--- config.mk ---
export PLATFORM = sky130hd
export DESIGN_NAME = seg7_scan_driver
export DESIGN_NICKNAME = d
export VERILOG_FILES = /design/src/rtl/display_pkg.sv /design/src/rtl/hex7_encode.sv /design/src/rtl/seg7_scan_driver.sv
export SDC_FILE = /design/constraint.sdc
export NUM_CORES = 1
export LEC_CHECK = 0
export BUFFER_PORTS_ARGS = -buffer_cell sky130_fd_sc_hd__buf_2
export CAP_MARGIN = 20
export CORE_MARGIN = 8
export CORE_UTILIZATION = 35
export CTS_BUF_LIST = sky130_fd_sc_hd__clkbuf_4
export DETAILED_ROUTE_END_ITERATION = 10
export PLACE_DENSITY = 0.54
export SETUP_SLACK_MARGIN = 0.5
export SLEW_MARGIN = 25
export SYNTH_ARGS = -nofsm -noshare
export SYNTH_HDL_FRONTEND = slang
export SYNTH_SLANG_ARGS = --single-unit
--- constraint.sdc ---
create_clock -name clk -period 2.8 [get_ports clk]
set_clock_uncertainty 0.2 [all_clocks]
set_input_delay 0.14 -clock clk [delete_from_list [all_inputs] [get_ports clk]]
set_output_delay 0.14 -clock clk [all_outputs]
set_load 0.1 [all_outputs]
--- src/rtl/display_pkg.sv ---
// Shared constants for the seven-segment scan driver: digit count,
// "all off" patterns and the hex-to-segment lookup table.
package display_pkg;

  localparam int NDIG = 4;

  localparam logic [3:0] AN_OFF  = 4'hF;
  localparam logic [7:0] SEG_OFF = 8'hFF;

  // Active-high segment patterns, bit order {g,f,e,d,c,b,a}, indexed by nibble.
  localparam logic [6:0] HEX7 [16] = '{
    7'h3F, 7'h06, 7'h5B, 7'h4F,
    7'h66, 7'h6D, 7'h7D, 7'h07,
    7'h7F, 7'h6F, 7'h77, 7'h7C,
    7'h39, 7'h5E, 7'h79, 7'h71
  };

endpackage

--- src/rtl/hex7_encode.sv ---
// Combinational nibble + decimal point to active-low segment pattern
// {dp,g,f,e,d,c,b,a}.
module hex7_encode
  import display_pkg::*;
(
  input  logic [3:0] nibble,
  input  logic       dp,
  output logic [7:0] seg
);

  assign seg = {~dp, ~HEX7[nibble]};

endmodule

--- src/rtl/seg7_scan_driver.sv ---
// Time-multiplexed driver for a 4-digit common-anode seven-segment display.
// Data written by the core sits in a pending buffer and is only copied to the
// displayed buffer at a frame boundary, so a frame never mixes old and new digits.
module seg7_scan_driver
  import display_pkg::*;
#(
  parameter int CLK_DIV = 50000,
  parameter bit LZB_EN  = 1'b1
) (
  input  logic        clk,
  input  logic        reset,
  input  logic [15:0] data_in,
  input  logic [3:0]  dp_in,
  input  logic        data_valid,
  input  logic        lzb,
  output logic [11:0] digits,
  output logic        frame_start,
  output logic        pending
);

  localparam int             PW      = $clog2(CLK_DIV);
  localparam logic [PW-1:0]  PS_LAST = PW'(CLK_DIV - 1);

  logic [PW-1:0]   prescaler;
  logic [1:0]      idx;
  logic [15:0]     disp_reg;
  logic [15:0]     pend_reg;
  logic [3:0]      disp_dp;
  logic [3:0]      pend_dp;
  logic            tick;
  logic            commit;
  logic            lzb_on;
  logic [3:0]      nibble;
  logic            dp_bit;
  logic [7:0]      seg;
  logic [NDIG-1:0] blank;
  logic [11:0]     digits_next;

  assign tick   = (prescaler == PS_LAST);
  assign commit = tick && (idx == 2'd3) && pending;
  assign lzb_on = LZB_EN & lzb;

  // Slot timer and scan index; frame_start marks the 3->0 wrap one cycle late.
  always_ff @(posedge clk) begin
    if (!reset) begin
      prescaler   <= '0;
      idx         <= 2'd0;
      frame_start <= 1'b0;
    end else begin
      prescaler   <= tick ? '0 : prescaler + 1'b1;
      frame_start <= tick && (idx == 2'd3);
      if (tick) idx <= idx + 2'd1;
    end
  end

  // Pending/display double buffer; a write coinciding with a commit stays pending.
  always_ff @(posedge clk) begin
    if (!reset) begin
      pend_reg <= '0;
      pend_dp  <= '0;
      disp_reg <= '0;
      disp_dp  <= '0;
      pending  <= 1'b0;
    end else begin
      if (commit) begin
        disp_reg <= pend_reg;
        disp_dp  <= pend_dp;
      end
      if (data_valid) begin
        pend_reg <= data_in;
        pend_dp  <= dp_in;
        pending  <= 1'b1;
      end else if (commit) begin
        pending  <= 1'b0;
      end
    end
  end

  // Leading-zero blanking mask: a digit blanks when it and all higher nibbles are zero.
  always_comb begin
    blank    = '0;
    blank[3] = lzb_on && (disp_reg[15:12] == 4'h0);
    blank[2] = blank[3] && (disp_reg[11:8] == 4'h0);
    blank[1] = blank[2] && (disp_reg[7:4] == 4'h0);
  end

  assign nibble = disp_reg[{idx, 2'b00} +: 4];
  assign dp_bit = disp_dp[idx];

  hex7_encode u_hex7_encode (
    .nibble (nibble),
    .dp     (dp_bit),
    .seg    (seg)
  );

  // Select the active anode and segment pattern for the current slot.
  always_comb begin
    digits_next = {AN_OFF, SEG_OFF};
    if (!blank[idx]) digits_next = {~(4'b0001 << idx), seg};
  end

  // Output register keeps the pad drivers glitch-free.
  always_ff @(posedge clk) begin
    if (!reset) digits <= {AN_OFF, SEG_OFF};
    else        digits <= digits_next;
  end

endmodule

# Word-level counts from Yosys, hierarchy flattened
# Memories as Yosys holds them, arrays and structs flattened.
# Index checks and enable logic that the tools add are counted.
[classes]
addsub = 2
n_mul = 0
div = 0
magnitude_cmp = 2
n_eq_ne = 2
shift = 2
muxes = 8
bitwise = 5
reduce_logical = 11
[op_table]
columns = ["operator", "n"]
rows = [
  ["adder 16 x 1 -> 16 bit (second input constant)", 1],
  ["== test 16 bit (second input constant)", 1],
  ["variable part select 16 x 5 -> 4 bit", 1],
  ["two-way mux 7 bit", 2],
  ["zero test 4 bit", 3],
  ["inverter 7 bit", 1],
  ["greater-or-equal comparator 5 bit (second input constant)", 1],
  ["logical AND 1 bit", 5],
  ["inverter 4 -> 5 bit", 1],
  ["binary-select mux 1 bit (select 2 bit)", 2],
  ["two-way mux 1 bit", 4],
  ["inverter 4 bit", 1],
  ["OR reduction 2 bit", 2],
  ["<< shifter 1 x 2 -> 4 bit (first input constant)", 1],
  ["< comparator 2 x 3 -> 1 bit (second input constant)", 1],
  ["adder 2 x 1 -> 2 bit (second input constant)", 1],
  ["== test 2 bit (second input constant)", 1],
  ["inverter 1 bit", 2],
  ["nonzero test 2 bit", 1],
]
[totals]
reg_bits = 72
latch_bits = 0
mem_bits_rw = 0
rom_bits = 112
input_bits = 24
elab_cells = 42
mem_count = 1
[memory_table]
columns = ["memory", "depth", "word_bits", "rd", "rd_clocked_by_memory_dff", "write_ports", "line_no", "text"]
rows = [
  ["(no name shown)", 16, 7, 1, 0, 0, "hex7_encode.sv:11", "assign seg = {~dp, ~HEX7[nibble]};"],
]

# Depth between registers and ports, before layout
[logic_depth]
word_depth = 7
ltp_mapped = 8
mapped_depth_nobuf = 7

# Cells and area by module
# A second synthesis with hierarchy kept.
[unflattened]
hier_cells = 330
area_unflattened_um2 = 3221.8
[modules_own_cells]
columns = ["module", "instances", "cells_per_inst", "area_per_inst_um2", "seq_area_each_um2"]
rows = [
  ["seg7_scan_driver", 1, 296, 2972.9, 1441.4],
  ["hex7_encode", 1, 34, 249.0, 0.0],
]

# Least setup slack after synthesis
# Ideal clock, no wire load.
[synth_path]
path_type = "reg2reg"
startpoint = "register idx[0]"
endpoint = "register digits[0]"
setup_ps = 65
arrival_ps = 2073
required_ps = 2535
path_slack_ps = 462
stages_incl_launch_ff = 8
path_cell_list = "dfxtp_1 > buf_6 > mux4_2 > inv_1 > ha_1 > mux2i_1 > a2111o_1 > nand4b_1"
[synth_via]
elab_chain_len = 6
[synth_rtl]
columns = ["element", "line_no", "text"]
rows = [
  ["from (decl)", "seg7_scan_driver.sv:25", "logic [1:0] idx;"],
  ["from (signal assigned)", "seg7_scan_driver.sv:52", "if (tick) idx <= idx + 2'd1;"],
  ["variable part select 16 x 5 -> 4 bit", "seg7_scan_driver.sv:87", "assign nibble = disp_reg[{idx, 2'b00} +: 4];"],
  ["inverter 4 -> 5 bit (implied by the code)", "hex7_encode.sv:11", ""],
  ["memory read (16 x 7 bit)", "--", ""],
  ["two-way mux 7 bit (implied by the code) (2 in a row)", "hex7_encode.sv:11", ""],
  ["inverter 7 bit", "hex7_encode.sv:11", ""],
  ["to (signal assigned)", "seg7_scan_driver.sv:104", "if (!reset) digits <= {AN_OFF, SEG_OFF};"],
  ["to (signal assigned)", "seg7_scan_driver.sv:105", "else digits <= digits_next;"],
  ["to (decl)", "seg7_scan_driver.sv:16", "output logic [11:0] digits,"],
]
# Parallel ways exist; a longest one is shown, timed or not. The select of a mux whose other input is x is not followed.
# A chain may end at the register's enable or synchronous reset.

# Worst setup path in the final report
# Ends and elaborated chain as after synthesis.

==> flow_summary.ini <==
[synth]
synth_top_area_cell = dfxtp_1
syn_area_per_cell_um2 = 9.87
synth_area_leaders = dfxtp_1 43%, mux2i_1 8.1%, nand3_1 5.1%
synth_area_um2 = 3340
ys_seq_elements = 72
synth.distinct_cells = 44
async_flop_share_pct = 0
synth_edf_count = 0
syn_inst = 338
syn_nets = 373
ys_seq_area_share_pct = 43.2
synthFlopType = dfxtp_1
synth_warnings = 0
yosys.area.top_type_share_pct = 43.2

[global_route]
grt_pass1_wl_mm = 12.7
grt_pass1_vias = 2542
grt_max_degree = 59
grtUsageTotal_pct = 12.0
antenna_found_initial = 0
overflow = 0

[power_and_ir_drop]
swShare_pct = 25.7
clockPowerShare_pct = 38.9
combPwrFrac_pct = 7.9
ir_worst_vdd_v = 0.000216
pwr-share-seq_pct = 53.3
p_int_uw = 1490
power_density_nw_per_um2 = 496
p_leak_uw = 0.00153
power_switching_uw = 514

[timing]
hold_viol_final = 0
worst_pin_slew_ps = 606
max_slew_margin_pct = 59.6
fmax_mhz = 456
fin_crit_sh_pct = 78.4
rsz0062_at_grt = no
finalCriticalPeriod_ps = 2190
setup_tns_ps = 0
setup_viol = 0
report.final.slew_viol_count = 0

[place]
placed_area_um2 = 3570
port_buffers = 37
hpwl_mm = 4.88
gp_congestion = 0.865
dp_cells = 482

[die]
placementRows = 35
die_h_um = 114
fp.dieW_um = 114
io_pins = 38
die_area_um2 = 12900
core_region_area_um2 = 9240
initial_core_util_pct = 36.1

[cts]
cts_tree = done
root_buffer = clkbuf_4
cts_buffers = 9
cts.path.max_buffers = 2
clk_latency_ps = 420
cts_max_level = 3
clock-sinks = 72
clk_pin_slew_worst_paths_ps = 110

[critical_path]
arrival_ps = 2340
worstPathRequired_ps = 2950
end_kind = flop
worst-r2r-setup-slack_ps = 610
cp-start-kind = flop
crit_fanout = 7
setup.worst_path.class = flop to flop

[detailed_routing]
drtIter0Drc = 128
ant_nets = 0
first_pass_iters = 4
wl_mm = 7.39
via_count = 2576
drc = 0
viasPerCell = 4.92
wl_per_cell_um = 14.1

[hold_path]
hold_path_class = input port to flop

[cells_and_area]
syn2layout_area_growth_pct = 20.8
layout-drive-gt1-share_pct = 20.5
final_cells = 524
antenna_cells = 0
layout_common_cells = 71 x dfxtp_1, 37 x buf_2, 34 x nand3_1
nets = 425
stdcell_area_um2 = 4030
final_common_cell = dfxtp_1

[job]
drv_cap = 0

[status]
status = completed
==> cells in the mapped netlist, types with 2 or more instances <==
| cell | number |
|---|---|
| nor4_1 | 2 |
| nand2_1 | 12 |
| a21boi_0 | 20 |
| and4_1 | 4 |
| mux2_2 | 4 |
| o211ai_1 | 2 |
| buf_6 | 4 |
| o21a_1 | 2 |
| dfxtp_1 | 72 |
| nor4b_1 | 3 |
| buf_4 | 3 |
| and3_1 | 4 |
| a21oi_1 | 4 |
| and2_1 | 3 |
| a21boi_1 | 2 |
| or3_1 | 2 |
| xnor2_1 | 3 |
| clkbuf_1 | 16 |
| nand3_1 | 34 |
| nor2_1 | 12 |
| buf_2 | 4 |
| ha_1 | 11 |
| nor2b_1 | 20 |
| xor2_1 | 11 |
| nor3b_1 | 2 |
| mux2i_1 | 27 |
| inv_1 | 6 |
| mux4_2 | 5 |
| nand4_1 | 4 |
| o2111ai_1 | 4 |
| o21ai_0 | 23 |
==> worst paths after layout <==
path,startpoint,endpoint,cells after the start
min,reset,digits[3],3
max,idx[0],digits[0],6
max reg2reg,idx[0],digits[0],6
min reg2reg,prescaler[0],prescaler[0],1
==> what timing repair did <==
item / 4_1_cts / 5_1_grt
gates resized for setup: 2 / 7
hold endpoints to repair: 20 / 11
setup endpoints to repair: 6 / 2
hold buffers: 20 / 1
buffers inserted: 3 / 2
pin swaps: 0 / 1
==> power groups by stage <==
stage               Clock [uW]  Sequential [uW]  Combinational (uW)
global placement             0             1090                 134
detailed placement           0             1090                 136
CTS                        803             1070                 157
finish                     778             1070                 158
global route               850             1070                 170
floorplan                    0             1130                57.4
==> cells by family (layout without fill, tap and decap cells) <==
kind of cell | count (synthesis) | count (layout) | synth area share [%]
AND/OR/NAND/NOR | 109 | 109 | 18.4
flip-flops | 72 | 72 | 43.2
AO/OA/AOI/OAI | 62 | 62 | 12.3
multiplexers | 37 | 37 | 13.3
buffers and inverters | 33 | 90 | 5.10
XOR/XNOR | 14 | 14 | 3.67
adder cells (fa/ha/maj) | 11 | 11 | 4.12
==> worst max-delay path: stages, from the launching register on <==
cell      delay [ps]
dfxtp_4          410
mux4_2           600
inv_2            160
ha_4             180
mux2i_1           70
a2111o_1         420
nand4b_1         100
==> metal layers <==
metal  vias up  GRT usage, %  part of all wire, %
met1      1218          16.9                   53
met5         -             0                    0
li1       1304             -                    -
met4         0          5.51                  1.3
met3         6          3.43                  5.0
met2        48          16.2                   41
==> per-stage QoR <==
step           hold slack [ps]  utilization [%]  setup WS, ps  power, uW
2_1_floorplan              109                -           540       1190
3_3_place_gp               196             38.7           403       1220
3_5_place_dp               205             38.7           322       1230
4_1_cts                   58.3             43.0           551       2030
5_1_grt                   81.9             43.6           525       2090
6_report                  85.2             43.6           606       2000
==> cell type report <==
class,instances,area [um^2]
clock buffer,9,67.6
clock inverter,7,103
fill,911,5210
inverter,6,22.5
multi-input combinational,233,1760
sequential,72,1450
tap,129,161
timing repair buffer,68,470
Power figures use the tool's default switching activity.
